==> config.mk <==
export PLATFORM = sky130hd
export DESIGN_NAME = ram_arbiter
export DESIGN_NICKNAME = d
export VERILOG_FILES = /design/src/rtl/ram_ctrl_pkg.sv /design/src/rtl/rr_arb2.sv /design/src/rtl/ram_arbiter.sv
export SDC_FILE = /design/constraint.sdc
export NUM_CORES = 1
export LEC_CHECK = 0
export ABC_AREA = 1
export CORE_MARGIN = 4
export CORE_UTILIZATION = 41
export CTS_CLUSTER_DIAMETER = 80
export DETAILED_ROUTE_END_ITERATION = 6
export PLACE_DENSITY = 0.78
export RECOVER_POWER = 50
export SETUP_SLACK_MARGIN = 0.2
export SYNTH_ARGS = -nofsm -noshare
export SYNTH_HDL_FRONTEND = slang
export SYNTH_SLANG_ARGS = --single-unit
==> constraint.sdc <==
create_clock -name clk -period 1.5 [get_ports clk]
set_input_delay 0.15 -clock clk [delete_from_list [all_inputs] [get_ports clk]]
set_output_delay 0.15 -clock clk [all_outputs]
set_load 0.005 [all_outputs]
==> src/rtl/ram_ctrl_pkg.sv <==
// Shared types and sizing constants for the RAM arbiter and its round-robin selector.
package ram_ctrl_pkg;

  localparam int unsigned DEPTH      = 128;
  localparam int unsigned ADDR_W     = $clog2(DEPTH);
  localparam int unsigned DATA_W     = 8;
  localparam int unsigned RAM_ADDR_W = 8;

  typedef enum logic [1:0] {
    IDLE    = 2'd0,
    ACCESS  = 2'd1,
    CAPTURE = 2'd2
  } state_t;

endpackage

==> src/rtl/rr_arb2.sv <==
// Two-way round-robin winner select; bit 0 is requester A, bit 1 is requester B.
module rr_arb2 (
  input  logic [1:0] req,
  input  logic       last_grant,
  output logic [1:0] gnt_c
);

  // last_grant = 1 means B won last, so A takes the next tie
  always_comb begin
    gnt_c = req;
    if (req == 2'b11) begin
      gnt_c = last_grant ? 2'b01 : 2'b10;
    end
  end

endmodule

==> src/rtl/ram_arbiter.sv <==
// Serialises two requesters onto a single-port RAM with round-robin arbitration
// and returns registered read data with a per-requester valid pulse.
module ram_arbiter #(
  parameter int unsigned ADDR_W     = ram_ctrl_pkg::ADDR_W,
  parameter int unsigned DATA_W     = ram_ctrl_pkg::DATA_W,
  parameter int unsigned RAM_ADDR_W = ram_ctrl_pkg::RAM_ADDR_W
) (
  input  logic                  clk,
  input  logic                  reset,
  input  logic                  a_req,
  input  logic                  a_wr,
  input  logic [ADDR_W-1:0]     a_addr,
  input  logic [DATA_W-1:0]     a_wdata,
  input  logic                  b_req,
  input  logic                  b_wr,
  input  logic [ADDR_W-1:0]     b_addr,
  input  logic [DATA_W-1:0]     b_wdata,
  output logic                  a_gnt,
  output logic                  b_gnt,
  output logic                  a_rvalid,
  output logic                  b_rvalid,
  output logic [DATA_W-1:0]     rdata,
  output logic                  ram_cs,
  output logic                  ram_we,
  output logic                  ram_oe,
  output logic [RAM_ADDR_W-1:0] ram_addr,
  output logic [DATA_W-1:0]     ram_din,
  input  logic [DATA_W-1:0]     ram_dout,
  output logic                  busy
);

  import ram_ctrl_pkg::*;

  state_t                state_q, state_d;
  logic                  last_q, last_d;
  logic                  win_q, win_d;
  logic                  wr_q, wr_d;
  logic                  a_gnt_q, a_gnt_d;
  logic                  b_gnt_q, b_gnt_d;
  logic                  a_rv_q, a_rv_d;
  logic                  b_rv_q, b_rv_d;
  logic                  cs_q, cs_d;
  logic                  we_q, we_d;
  logic                  oe_q, oe_d;
  logic                  busy_q, busy_d;
  logic [RAM_ADDR_W-1:0] addr_q, addr_d;
  logic [DATA_W-1:0]     din_q, din_d;
  logic [DATA_W-1:0]     rdata_q, rdata_d;
  logic [1:0]            pick_c;

  rr_arb2 u_rr_arb2 (
    .req        ({b_req, a_req}),
    .last_grant (last_q),
    .gnt_c      (pick_c)
  );

  // Next-state and registered-output logic
  always_comb begin
    state_d = state_q;
    last_d  = last_q;
    win_d   = win_q;
    wr_d    = wr_q;
    a_gnt_d = 1'b0;
    b_gnt_d = 1'b0;
    a_rv_d  = 1'b0;
    b_rv_d  = 1'b0;
    cs_d    = 1'b0;
    we_d    = 1'b0;
    oe_d    = 1'b0;
    addr_d  = addr_q;
    din_d   = din_q;
    rdata_d = rdata_q;

    case (state_q)
      IDLE: begin
        if (|pick_c) begin
          win_d   = pick_c[1];
          last_d  = pick_c[1];
          a_gnt_d = pick_c[0];
          b_gnt_d = pick_c[1];
          wr_d    = pick_c[1] ? b_wr : a_wr;
          addr_d  = RAM_ADDR_W'(pick_c[1] ? b_addr : a_addr);
          din_d   = pick_c[1] ? b_wdata : a_wdata;
          cs_d    = 1'b1;
          we_d    = wr_d;
          oe_d    = ~wr_d;
          state_d = ACCESS;
        end
      end
      ACCESS: begin
        state_d = wr_q ? IDLE : CAPTURE;
      end
      CAPTURE: begin
        rdata_d = ram_dout;
        a_rv_d  = ~win_q;
        b_rv_d  = win_q;
        state_d = IDLE;
      end
      default: begin
        state_d = IDLE;
      end
    endcase

    busy_d = (state_d != IDLE);
  end

  always_ff @(posedge clk or negedge reset) begin
    if (!reset) begin
      state_q <= IDLE;
      last_q  <= 1'b1;
      win_q   <= 1'b0;
      wr_q    <= 1'b0;
      a_gnt_q <= 1'b0;
      b_gnt_q <= 1'b0;
      a_rv_q  <= 1'b0;
      b_rv_q  <= 1'b0;
      cs_q    <= 1'b0;
      we_q    <= 1'b0;
      oe_q    <= 1'b0;
      busy_q  <= 1'b0;
      addr_q  <= '0;
      din_q   <= '0;
      rdata_q <= '0;
    end else begin
      state_q <= state_d;
      last_q  <= last_d;
      win_q   <= win_d;
      wr_q    <= wr_d;
      a_gnt_q <= a_gnt_d;
      b_gnt_q <= b_gnt_d;
      a_rv_q  <= a_rv_d;
      b_rv_q  <= b_rv_d;
      cs_q    <= cs_d;
      we_q    <= we_d;
      oe_q    <= oe_d;
      busy_q  <= busy_d;
      addr_q  <= addr_d;
      din_q   <= din_d;
      rdata_q <= rdata_d;
    end
  end

  assign a_gnt    = a_gnt_q;
  assign b_gnt    = b_gnt_q;
  assign a_rvalid = a_rv_q;
  assign b_rvalid = b_rv_q;
  assign rdata    = rdata_q;
  assign ram_cs   = cs_q;
  assign ram_we   = we_q;
  assign ram_oe   = oe_q;
  assign ram_addr = addr_q;
  assign ram_din  = din_q;
  assign busy     = busy_q;

endmodule

==> impl_metrics.ini <==
[sta]
worst_pin_slew_ns = 0.877
max_slew_margin = 0.416
fin_setup_tns_ns = 0
final_max_slew_viol_count = 0
setup_slack_ns = 0.221
min_period_ns = 1.28
hold_viol_final = 0
fmax_mhz = 782
min_period_over_period = 0.853
setup_viol = 0
fin_skew_ns = 0.00571
rsz0062_at_grt = yes

[logic_synthesis]
async_flop_share = 1.00
ys_seq_area_frac = 0.539
synth.avg_cell_area_um2 = 8.04
yosys.area.top_type = dfrtp_1
synth_ff_type = dfrtp_1
yosysMostFrequentCell = nand2_1
synth_common_cells = 67 x nand2_1, 41 x nand3_1, 39 x inv_1
ys_types = 20
yosys.area.top_type_share = 0.524
netlist_area_mm2 = 0.00167
syn_inst = 208
synth_edf_count = 0
synth_fp_nets = 252
synth-seq-cells = 36
ys_warn_count = 0
synth_area_leaders = dfrtp_1 52%, nand2_1 15%, nand3_1 12%, inv_1 8.8%, buf_6 2.0%

[route]
dr_total_vias = 1567
first_pass_iters = 4
wirelength_um = 4100
wire_per_inst_um = 12.0
drc = 0
via_per_inst = 4.58
drt-initial-drc-count = 116
ant_nets = 0

[layout]
nFillCells = 327
nets = 337
seqCellArea_um2 = 902
multi_input_area_um2 = 542
antenna_cells = 0
drive_above_1_share = 0.0918
syn_to_final_growth_pct = 55.0
final_area_mm2 = 0.00259

[hold_path]
hold_class = flip-flop to flip-flop

[place]
post-place-ws_ns = 0.0853
hpwlAfterDp_um = 3010
post_dp_cell_area_mm2 = 0.00246
io_buffers = 74
gp_congestion = 0.790

[floorplan]
coreArea_mm2 = 0.00380
rows = 22
die_area_mm2 = 0.00517
dieWidth_um = 71.9
die_h_um = 71.9
initial_core_util = 0.440
io_pins = 76

[power]
leakagePower_nw = 1.42
p_per_area_mw_per_mm2 = 1690
vdd_drop_max_uv = 741

[cts]
cts_root_buf = clkbuf_8
h-tree-depth = 2
tritoncts = done
cts_sinks = 36
clk_pin_slew_ns = 0.06
clk_latency_ns = 0.28
cts_buffer_depth = 2
cts_made_buffers = 5

[worst_setup_path]
critPathSlowestCell = clkdlybuf4s50_1
critPathMaxFanout = 2
cp_num_buf_inv = 1
critPathKind = flip-flop to primary output
r2r_setup_slack_ns = 0.34
end_kind = primary output
worstPathCellList = clkdlybuf4s50_1
cpPeakStageDelay_ns = 0.51
required_ns = 1.35
path_delay_family = buffers and inverters
cp_data_arrival_time_ns = 1.13
crit_path_start_kind = flip-flop

[flow_run]
maxCapViolCount = 0

[global_route]
grt_pass1_wl_um = 6840
grt_pass1_vias = 1505
antenna_found_initial = 0
track_usage = 0.166
grt_overflow_total = 0
grt_max_degree = 37

[outcome]
status = complete, no violations
path summary, 6_finish.rpt:
path | start | cells past startpoint | endpoint
min reg2reg | win_q | 1 | a_rvalid
min in group asynchronous | reset | 3 | busy
min | win_q | 1 | a_rvalid
max in group asynchronous | reset | 3 | ram_oe
max | rdata[2] | 1 | rdata[2]
max reg2reg | last_q | 5 | wr_q
sequential cells by signal (all words and copies together), names as in the netlist, 2 cells and up:
register  count
ram_addr      7
ram_din       8
rdata         8
state_q       2
cells in the final DEF (no fill, tap or decap), types with 4 or more instances in the layout:
master and count:
dlymetal6s2s_1 4, buf_4 11, clkdlybuf4s25_1 12, clkbuf_8 5, nand2_1 67, dlygate4sd2_1 6
dfrtp_1 35, inv_1 39, clkdlybuf4s50_1 51, nand3_1 41
power breakdown:
part	leakage, nW	switching [mW]	total, mW	internal [mW]
clock network	0.0422	0.317	0.643	0.326
registers	0.444	0.220	1.67	1.45
logic	0.933	0.980	2.07	1.09
total	1.42	1.52	4.38	2.87
repair_timing:
item	CTS	global route
resized for setup	6	16
hold buffers	1	0
buffers inserted	0	6
setup endpoints to repair	6	19
hold endpoints to repair	35	0
per-layer routing:
layer,vias up,global-route usage,wire [um]
met4,0,0.0564,51
met3,6,0.0351,403
met5,-,0,0
met2,69,0.263,1980
met1,698,0.225,1670
li1,794,-,-
through the flow:
stage / util / hold WS (ns) / std cells / power [mW]
2_1_floorplan: - / -0.146 / 208 / 2.67
3_3_place_gp: 0.647 / 0.213 / 327 / 3.74
3_5_place_dp: 0.647 / 0.217 / 327 / 3.79
4_1_cts: 0.669 / 0.422 / 336 / 4.38
5_1_grt: 0.683 / 0.437 / 342 / 4.75
6_report: 0.683 / 0.421 / 342 / 4.38
cell type report:
class	instances	share of cell area
multi-input combinational	122	0.209
tap	48	0.0232
clock buffer	7	0.0294
inverter	40	0.0589
clock inverter	1	0.00193
sequential	36	0.348
timing repair buffer	88	0.330
logic make-up after synthesis:
kind of cell,after synthesis,synth area share
AND/OR/NAND/NOR,117,0.307
buffers and inverters,50,0.137
flip-flops,36,0.539
AO/OA/AOI/OAI,4,0.0142
other,1,0.00224
Power figures use the tool's default switching activity.
